===== config.mk =====
export PLATFORM = sky130hd
export DESIGN_NAME = alu16_seq
export DESIGN_NICKNAME = d
export VERILOG_FILES = /design/src/rtl/alu16_pkg.sv /design/src/rtl/alu16_seq_add8.sv /design/src/rtl/alu16_seq.sv
export SDC_FILE = /design/constraint.sdc
export NUM_CORES = 1
export LEC_CHECK = 0
export BUFFER_PORTS_ARGS = -buffer_cell sky130_fd_sc_hd__buf_4
export CAP_MARGIN = 20
export CORE_ASPECT_RATIO = 0.7
export CORE_MARGIN = 4
export CORE_UTILIZATION = 30
export DETAILED_ROUTE_END_ITERATION = 10
export PLACE_DENSITY = 0.55
export SKIP_CTS_REPAIR_TIMING = 1
export SLEW_MARGIN = 5
export SYNTH_ARGS = -nofsm -noshare
export SYNTH_HDL_FRONTEND = slang
export SYNTH_HIERARCHICAL = 1
export SYNTH_SLANG_ARGS = --single-unit
export TNS_END_PERCENT = 10

===== constraint.sdc =====
create_clock -name clk -period 7.33 [get_ports clk]
set_input_delay 1.466 -clock clk [delete_from_list [all_inputs] [get_ports clk]]
set_output_delay 1.466 -clock clk [all_outputs]
set_load 0.005 [all_outputs]

===== src/rtl/alu16_pkg.sv =====
// alu16_pkg: shared op/state encodings and F bit positions for the 16-bit ALU sequencer
package alu16_pkg;
  typedef enum logic [2:0] {
    OP_LDHL_SPE = 3'd0,
    OP_ADD_SPE  = 3'd1,
    OP_ADD_HLRR = 3'd2,
    OP_INC_RR   = 3'd3,
    OP_DEC_RR   = 3'd4
  } alu16_op_t;
  typedef enum logic [1:0] {ST_IDLE, ST_LO, ST_HI, ST_DONE} alu16_state_t;
  localparam int FLAG_Z = 7;
  localparam int FLAG_N = 6;
  localparam int FLAG_H = 5;
  localparam int FLAG_C = 4;
  function automatic logic is_spe(alu16_op_t o);
    return o == OP_LDHL_SPE || o == OP_ADD_SPE;
  endfunction
endpackage


===== src/rtl/alu16_seq_add8.sv =====
// add8: 8-bit adder exposing nibble carry (c4) and byte carry (c8)
module add8 (
  input  logic [7:0] a,
  input  logic [7:0] b,
  input  logic       cin,
  output logic [7:0] sum,
  output logic       c4,
  output logic       c8
);
  logic [4:0] lo, hi;
  assign lo  = {1'b0, a[3:0]} + {1'b0, b[3:0]} + {4'b0, cin};
  assign hi  = {1'b0, a[7:4]} + {1'b0, b[7:4]} + {4'b0, lo[4]};
  assign sum = {hi[3:0], lo[3:0]};
  assign c4  = lo[4];
  assign c8  = hi[4];
endmodule


===== src/rtl/alu16_seq.sv =====
// alu16_seq: 16-bit add sequenced as low-byte then high-byte pass through one shared add8
import alu16_pkg::*;
module alu16_seq (
  input  logic        clk,
  input  logic        reset,
  input  logic        ce,
  input  logic        start,
  input  alu16_op_t   op,
  input  logic [15:0] opa,
  input  logic [15:0] opb,
  input  logic [7:0]  f_in,
  output logic        busy,
  output logic        done,
  output logic [15:0] res,
  output logic [7:0]  f_out,
  output logic        f_we
);
  alu16_state_t state_q;
  alu16_op_t    op_q;
  logic [15:0]  a_q, b_q, b_d, res_q;
  logic [7:0]   f_in_q, f_out_q, f_calc, add_a, add_b, sum;
  logic         c8_q, busy_q, done_q, f_we_q, c4, c8, incdec;
  assign b_d = is_spe(op) ? {{8{opb[7]}}, opb[7:0]} :
               op == OP_ADD_HLRR ? opb :
               op == OP_INC_RR ? 16'h0001 : 16'hFFFF;
  assign add_a  = state_q == ST_HI ? a_q[15:8] : a_q[7:0];
  assign add_b  = state_q == ST_HI ? b_q[15:8] : b_q[7:0];
  assign incdec = op_q == OP_INC_RR || op_q == OP_DEC_RR;
  add8 u_add8 (
    .a(add_a), .b(add_b), .cin(state_q == ST_HI && c8_q),
    .sum(sum), .c4(c4), .c8(c8)
  );
  // In the high pass the nibble carry is the carry out of bit 11
  always_comb begin
    f_calc         = '0;
    f_calc[FLAG_Z] = op_q == OP_ADD_HLRR && f_in_q[FLAG_Z];
    f_calc[FLAG_H] = c4;
    f_calc[FLAG_C] = c8;
  end
  always_ff @(posedge clk) begin
    if (reset) begin
      state_q <= ST_IDLE;
      busy_q  <= 1'b0;
      done_q  <= 1'b0;
      f_we_q  <= 1'b0;
      res_q   <= '0;
      f_out_q <= '0;
      c8_q    <= 1'b0;
    end else begin
      case (state_q)
        ST_IDLE: if (start) begin
          op_q    <= op;
          a_q     <= opa;
          b_q     <= b_d;
          f_in_q  <= f_in;
          busy_q  <= 1'b1;
          state_q <= ST_LO;
        end
        ST_LO: if (ce) begin
          res_q[7:0] <= sum;
          c8_q       <= c8;
          state_q    <= ST_HI;
        end
        ST_HI: if (ce) begin
          res_q[15:8] <= sum;
          f_out_q     <= incdec ? f_in_q : f_calc;
          f_we_q      <= !incdec;
          done_q      <= 1'b1;
          state_q     <= ST_DONE;
        end
        ST_DONE: begin
          done_q  <= 1'b0;
          f_we_q  <= 1'b0;
          busy_q  <= 1'b0;
          state_q <= ST_IDLE;
        end
      endcase
    end
  end
  assign busy  = busy_q;
  assign done  = done_q;
  assign res   = res_q;
  assign f_out = f_out_q;
  assign f_we  = f_we_q;
endmodule


# [Yosys cells after proc, flatten, opt, wreduce, memory -nomap -nowiden]
# Cells that the tools add are included.
# W data, S select, Z words.
[word_totals] reg_bits=73 out_inout_bits=27
[classes] n_addsub=4 eq_ne=12 n_mux=16 bitwise=1 n_reduce_logical=15
[ops] operator="$mux W16" count=3
[ops] operator="$mux W8" count=3
[ops] operator="$eq A3 B2 Y1 const B" count=4
[ops] operator="$add A4 B4 Y5" count=2
[ops] operator="$add A5 B1 Y5" count=2
[ops] operator="$pmux W2 S4" count=1
[ops] operator="$reduce_and A2 Y1" count=4
[ops] operator="$mux W2" count=3
[ops] operator="$ne A2 B2 Y1 const B" count=3
[ops] operator="$pmux W1 S2" count=3
[ops] operator="$reduce_and A3 Y1" count=2
[ops] operator="$eq A2 B2 Y1 const B" count=2
[ops] operator="$reduce_bool A2 Y1" count=2
[ops] operator="$eq A3 B1 Y1 const B" count=1
[ops] operator="$eq A3 B3 Y1 const B" count=1
[ops] operator="$logic_not A3 Y1" count=1
[ops] operator="$mux W1" count=3
[ops] operator="$eq A2 B1 Y1 const B" count=1
[ops] operator="$logic_and A1 B1 Y1" count=2
[ops] operator="$logic_not A2 Y1" count=1
[ops] operator="$logic_or A1 B1 Y1" count=2
[ops] operator="$logic_not A1 Y1" count=1
[ops] operator="$not A1 Y1" count=1

# [Longest topological paths before layout]
[logic_depth] ltp_word=6 mapped_depth=18 ltp_nobuf=17

# [By module]
# Netlist, hierarchy kept.
[by_module_without_submodules] module="alu16_seq" n_inst=1 cells_per_inst=238 area_per_inst_um2=2902.8 seq_area_each_um2=1891.8
[by_module_without_submodules] module="add8" n_inst=1 cells_per_inst=32 area_per_inst_um2=284.0 seq_area_each_um2=0.0

# [Worst setup path after synthesis]
# Ideal clock, no wire load.
[synth_path] path_type="input to register" start="input reset" end="register a_q[0] (enable)" setup_time_ns=0.444 arrival_time_ns=3.491 required_time_ns=6.886 setup_slack_ns=3.395 stages=2 path_buffers=1 path_cell_list="clkbuf_1 nor2_1"
[synth_via] elab_chain_len=2
[synth_rtl] item="start, declared" line="alu16_seq.sv:5" source="input logic reset,"
[synth_rtl] item="$not A1 Y1 (no line)"
[synth_rtl] item="$reduce_and A3 Y1 (no line)"
[synth_rtl] item="end signal, assigned" line="alu16_seq.sv:53" source="a_q <= opa;"
[synth_rtl] item="end, declared" line="alu16_seq.sv:20" source="logic [15:0] a_q, b_q, b_d, res_q;"
# No other way between the ends.
# A chain may end at the register's enable or synchronous reset.

# [Worst setup path after layout]
[layout_path] start="register state_q[0]" end="register f_out_q[4], in the netlist f_out[4]"
[layout_via] elab_chain_len=6
[layout_rtl] item="start, declared" line="alu16_seq.sv:18" source="alu16_state_t state_q;"
[layout_rtl] item="start signal, assigned" line="alu16_seq.sv:42" source="state_q <= ST_IDLE;"
[layout_rtl] item="start signal, assigned" line="alu16_seq.sv:57" source="state_q <= ST_LO;"
[layout_rtl] item="start signal, assigned" line="alu16_seq.sv:62" source="state_q <= ST_HI;"
[layout_rtl] item="$eq A2 B2 Y1" line="alu16_seq.sv:27" source="assign add_b = state_q == ST_HI ? b_q[15:8] : b_q[7:0];"
[layout_rtl] item="$mux W8" line="alu16_seq.sv:27"
[layout_rtl] item="net add_b[0]" line="alu16_seq.sv:21" source="logic [7:0] f_in_q, f_out_q, f_calc, add_a, add_b, sum;"
[layout_rtl] item="$add A4 B4 Y5" line="alu16_seq_add8.sv:11" source="assign lo = {1'b0, a[3:0]} + {1'b0, b[3:0]} + {4'b0, cin};"
[layout_rtl] item="$add A5 B1 Y5" line="alu16_seq_add8.sv:11"
[layout_rtl] item="net c4" line="alu16_seq.sv:22" source="logic c8_q, busy_q, done_q, f_we_q, c4, c8, incdec;"
[layout_rtl] item="$add A5 B1 Y5" line="alu16_seq_add8.sv:12" source="assign hi = {1'b0, a[7:4]} + {1'b0, b[7:4]} + {4'b0, lo[4]};"
[layout_rtl] item="net c8" line="alu16_seq.sv:22"
[layout_rtl] item="$mux W8" line="alu16_seq.sv:66" source="f_out_q <= incdec ? f_in_q : f_calc;"
[layout_rtl] item="end signal, assigned" line="alu16_seq.sv:66"
[layout_rtl] item="end, declared" line="alu16_seq.sv:21"
# The timed path passes the listed nets, and every way through them passes these cells.

==> impl_results.html <==
<table>
<tr><th>Metric</th><th>Value</th></tr>
<tr><th colspan="2">Run status</th></tr>
<tr><td>Result of the run</td><td>complete, no violations</td></tr>
<tr><th colspan="2">STA</th></tr>
<tr><td>Share of the clock period used by the worst path</td><td>51.40%</td></tr>
<tr><td>Crit path setup slack, layout</td><td>between 3000 and 4000 ps</td></tr>
<tr><td>Final setup violation count</td><td>0</td></tr>
<tr><td>Fmax</td><td>between 200 and 300 MHz</td></tr>
<tr><td>Maximum clock skew at final layout</td><td>~7.3 ps</td></tr>
<tr><td>Number of endpoints with negative hold slack in the final report</td><td>0</td></tr>
<tr><td>Transition time at the pin with the least slew margin</td><td>719.9 ps</td></tr>
<tr><td>RSZ-0062 raised after global routing</td><td>false</td></tr>
<tr><td>Total negative setup slack</td><td>0 ps</td></tr>
<tr><td>Post-layout min period</td><td>about 3800 ps</td></tr>
<tr><td>Max Slew Vio Count</td><td>0</td></tr>
<tr><td>Worst slew margin relative to its limit</td><td>about half</td></tr>
<tr><th colspan="2">Min path</th></tr>
<tr><td>Endpoint, Worst Hold</td><td>f_out[1]</td></tr>
<tr><td>Cell depth of the worst min-delay path</td><td>2</td></tr>
<tr><td>Min-Delay Path Class</td><td>flop to flop</td></tr>
<tr><td>Hold path start</td><td>f_out[1]</td></tr>
<tr><th colspan="2">Synth</th></tr>
<tr><td>Post-synth design cell area</td><td>about 3200 sq um</td></tr>
<tr><td>Sequential-to-total area share from yosys stat</td><td>59.36%</td></tr>
<tr><td>Commonest register cell after synthesis</td><td>sky130_fd_sc_hd__edfxtp_1</td></tr>
<tr><td>Leading post-synthesis cells by cell area</td><td>sky130_fd_sc_hd__edfxtp_1 41%, sky130_fd_sc_hd__dfxtp_1 19%, sky130_fd_sc_hd__mux2_2 5.7%</td></tr>
<tr><td>Number of distinct library cells after synthesis</td><td>35</td></tr>
<tr><td>Number of enable-type register cells in the synthesized netlist</td><td>between 40 and 50</td></tr>
<tr><td>Gate count of the mapped netlist</td><td>270</td></tr>
<tr><td>Mean instance size in the synthesized netlist</td><td>11.80 sq um</td></tr>
<tr><td>Proportion of register bits with asynchronous set or reset after synthesis</td><td>0%</td></tr>
<tr><td>Proportion of netlist area held by the largest area contributor</td><td>between 40% and 50%</td></tr>
<tr><td>Library cell with the largest summed area after synthesis</td><td>sky130_fd_sc_hd__edfxtp_1</td></tr>
<tr><td>Warnings from Yosys</td><td>6</td></tr>
<tr><td>Nets in the synthesized netlist</td><td>between 300 and 400</td></tr>
<tr><td>Number of register bits inferred by synthesis</td><td>73</td></tr>
<tr><th colspan="2">Clock tree</th></tr>
<tr><td>Clk root buf</td><td>sky130_fd_sc_hd__clkbuf_16</td></tr>
<tr><td>CTS Buf Count</td><td>9</td></tr>
<tr><td>Maximum root-to-sink buffer count</td><td>2</td></tr>
<tr><td>Sinks on Clock Net</td><td>73</td></tr>
<tr><td>TritonCTS clock tree</td><td>done</td></tr>
<tr><td>Clock slew seen by the registers of the worst setup and hold paths</td><td>~60 ps</td></tr>
<tr><td>Later-pin clock latency in the skew report</td><td>330 ps</td></tr>
<tr><td>H-tree levels</td><td>3</td></tr>
<tr><th colspan="2">Routing</th></tr>
<tr><td>Number of vias in the routed layout</td><td>roughly 2200</td></tr>
<tr><td># DRC</td><td>0</td></tr>
<tr><td>Average detailed-routed wire length per instance</td><td>roughly 15 um</td></tr>
<tr><td>Total wire length after detailed routing</td><td>between 7 and 8 mm</td></tr>
<tr><td>Post-DRT Antenna Nets</td><td>0</td></tr>
<tr><td>Drt first-iter violations</td><td>about 140</td></tr>
<tr><td>Via-per-instance ratio</td><td>4.567</td></tr>
<tr><td>Detailed-routing iteration count for the pre-antenna-repair pass</td><td>4</td></tr>
<tr><th colspan="2">Place</th></tr>
<tr><td>Detailed-placement wirelength estimate</td><td>around 5.3 mm</td></tr>
<tr><td>Number of buffer cells added on primary ports</td><td>73</td></tr>
<tr><td>Gp weighted congestion</td><td>~0.8</td></tr>
<tr><td>Pre-CTS setup slack</td><td>roughly 3500 ps</td></tr>
<tr><th colspan="2">Critical path</th></tr>
<tr><td>Data arrival time of the critical path</td><td>about 4000 ps</td></tr>
<tr><td>Critical-path maximum fanout</td><td>24</td></tr>
<tr><td>Start of the worst register-to-register path</td><td>state_q[0]</td></tr>
<tr><td>Kind of start point of the critical path</td><td>flop</td></tr>
<tr><td>Setup slack, reg-to-reg</td><td>~3600 ps</td></tr>
<tr><td>Endpoint of the lowest-slack register-to-register path</td><td>f_out[4]</td></tr>
<tr><td>Endpoint required time on the critical path</td><td>7550 ps</td></tr>
<tr><td>Worst Setup End Kind</td><td>flop</td></tr>
<tr><td>Number of cells traversed by the worst register-to-register path</td><td>18</td></tr>
<tr><td>Path type of the worst setup path</td><td>flop to flop</td></tr>
<tr><th colspan="2">Global routing</th></tr>
<tr><td>Number of global-route vias before repair</td><td>between 2000 and 2500</td></tr>
<tr><td>Number of antenna violations at the first check in global routing</td><td>0</td></tr>
<tr><td>GR Overflow Total</td><td>0</td></tr>
<tr><td>GRT Resource Usage Total</td><td>12.20%</td></tr>
<tr><td>Pin count of the biggest net entering global routing</td><td>32</td></tr>
<tr><td>Wire length of the first global-routing pass</td><td>roughly 12 mm</td></tr>
<tr><th colspan="2">Power and ir drop</th></tr>
<tr><td>Fraction of power spent switching nets</td><td>about 31%</td></tr>
<tr><td>Combinational fraction of design power</td><td>31.2%</td></tr>
<tr><td>Internal power</td><td>about 0.001 W</td></tr>
<tr><td>Static leakage power</td><td>1.670 nW</td></tr>
<tr><td>Max VDD drop</td><td>around 0.00012 V</td></tr>
<tr><td>Total chip power</td><td>between 0.001 and 0.0015 W</td></tr>
<tr><td>PD cells</td><td>between 300 and 400 nW/um^2</td></tr>
<tr><td>Power share of the sequential group</td><td>a little under two fifths</td></tr>
<tr><td>Switching power of the nets</td><td>about 0.00043 W</td></tr>
<tr><td>Share of power burned in the clock network</td><td>30.4%</td></tr>
<tr><th colspan="2">Layout</th></tr>
<tr><td>Syn-to-layout area delta</td><td>30.70%</td></tr>
<tr><td>Diode insertion count for antenna repair</td><td>0</td></tr>
<tr><td>Core Util, Final</td><td>about 40%</td></tr>
<tr><td>Nets</td><td>a little over 400</td></tr>
<tr><td>Share of post-route cells with drive strength above 1</td><td>a little under a third</td></tr>
<tr><td>Commonest cells after routing, fill and taps aside</td><td>74 x sky130_fd_sc_hd__buf_4, 43 x sky130_fd_sc_hd__edfxtp_1, 37 x sky130_fd_sc_hd__nand2_1</td></tr>
<tr><td>Most common library cell in the layout ignoring fill and taps</td><td>sky130_fd_sc_hd__buf_4</td></tr>
<tr><th colspan="2">Floorplanning</th></tr>
<tr><td>Effective utilization at floorplan</td><td>30.77%</td></tr>
<tr><td>Standard cell core area</td><td>roughly 10000 sq um</td></tr>
<tr><td>Area enclosed by the die boundary</td><td>~12000 sq um</td></tr>
<tr><td>Height of the die</td><td>about 94 um</td></tr>
<tr><td>Row cnt</td><td>31</td></tr>
<tr><td>Boundary pin count</td><td>74</td></tr>
<tr><td>Die X-Extent</td><td>131.2 um</td></tr>
<tr><th colspan="2">Run</th></tr>
<tr><td>Maximum Capacitance Violations</td><td>0</td></tr>
</table>
power groups by stage:
stage / Combinational [W] / Sequential [W] / Clock [W]
after floorplan: 0.000295 / 0.000543 / 0
after detailed placement: 0.000445 / 0.000547 / 0
after CTS: 0.000448 / 0.000539 / 0.000435
after global routing: 0.000498 / 0.000544 / 0.000452
final: 0.000437 / 0.000538 / 0.000426
after global placement: 0.000431 / 0.000546 / 0
synth_stat cells (2+ instances only):
master                     instances
sky130_fd_sc_hd__a211oi_1          2
sky130_fd_sc_hd__a21o_1           19
sky130_fd_sc_hd__a21oi_1          29
sky130_fd_sc_hd__and2_1            2
sky130_fd_sc_hd__buf_2             5
sky130_fd_sc_hd__clkbuf_1          5
sky130_fd_sc_hd__dfxtp_1          30
sky130_fd_sc_hd__edfxtp_1         43
sky130_fd_sc_hd__fa_1              4
sky130_fd_sc_hd__ha_1             11
sky130_fd_sc_hd__inv_1            13
sky130_fd_sc_hd__mux2_2           16
sky130_fd_sc_hd__nand2_1          37
sky130_fd_sc_hd__nand2b_1          2
sky130_fd_sc_hd__nand3_1          11
sky130_fd_sc_hd__nor2_1            5
sky130_fd_sc_hd__nor2b_1           3
sky130_fd_sc_hd__nor4_1            3
sky130_fd_sc_hd__o211ai_1          7
sky130_fd_sc_hd__o21ai_0           4
sky130_fd_sc_hd__o21bai_1          3
sky130_fd_sc_hd__xnor2_1           3
stage by stage:
step	hold slack [ps]	std cells	instance area [sq um]
2_1_floorplan	431.7	270	3187
3_3_place_gp	443.7	463	3849
3_5_place_dp	447.9	464	3876
4_1_cts	455.9	480	4165
5_1_grt	475.0	480	4165
6_report	454.6	480	4165
sequential cells by signal, summed over array words and instances (netlist names):
| signal | cells |
|---|---|
| op_q | 3 |
| f_in_q | 8 |
| f_we | 1 |
| c8_q | 1 |
| state_q | 2 |
| res | 16 |
| b_q | 16 |
| done | 1 |
| busy | 1 |
| f_out | 8 |
| a_q | 16 |
layout make-up:
cell class,instances,area [sq um]
clock buffer,11,232.7
clock inverter,5,56.30
fill,998,6191
inverter,13,48.80
multi-input combinational,171,1187
sequential,73,1892
tap,132,165.2
timing repair buffer,75,583.1
worst max path at each step:
stage / start / end / slack, ps / cells after the start
2_1_floorplan: reset / a_q[0] / 3400 / 2
3_3_place_gp: state_q[0] / f_out[4] / 3640 / 18
5_1_grt: state_q[0] / f_out[4] / 3220 / 18
6_report: state_q[0] / f_out[4] / 3560 / 18
3_5_place_dp: state_q[0] / f_out[4] / 3530 / 18
4_1_cts: state_q[0] / f_out[4] / 3520 / 18
critical path: stages, from the launching register on:
cell and delay, ps:
sky130_fd_sc_hd__dfxtp_1 340, sky130_fd_sc_hd__inv_1 110, sky130_fd_sc_hd__ha_1 160, sky130_fd_sc_hd__buf_4 280
sky130_fd_sc_hd__mux2_2 380, sky130_fd_sc_hd__inv_1 70, sky130_fd_sc_hd__fa_1 160, sky130_fd_sc_hd__inv_1 50
sky130_fd_sc_hd__fa_1 390, sky130_fd_sc_hd__a21o_2 220, sky130_fd_sc_hd__a21o_1 190, sky130_fd_sc_hd__fa_1 380
sky130_fd_sc_hd__inv_1 80, sky130_fd_sc_hd__fa_1 200, sky130_fd_sc_hd__nor2b_1 50, sky130_fd_sc_hd__o21ai_0 130
sky130_fd_sc_hd__nand2b_1 100, sky130_fd_sc_hd__nor4_1 270, sky130_fd_sc_hd__a211oi_1 80
logic make-up (layout without fill, tap and decap cells):
kind of cell | count (synthesis) | count (layout) | synth area share [%]
simple gates | 69 | 69 | 10.17
fa+ha+maj | 15 | 15 | 6.832
compound gates | 67 | 67 | 13.27
mux | 16 | 16 | 5.654
flops | 73 | 73 | 59.36
buf+inv | 26 | 104 | 3.612
xor+xnor | 4 | 4 | 1.100
per-layer routing:
metal	vias up	routed length (um)	global-route usage (%)
met5	-	0	0
met4	0	102	4.196
met3	9	519	4.657
met2	71	3000	17.84
met1	999	3508	16.54
li1	1113	-	-
No activity file was read; power rests on OpenSTA's default activity.
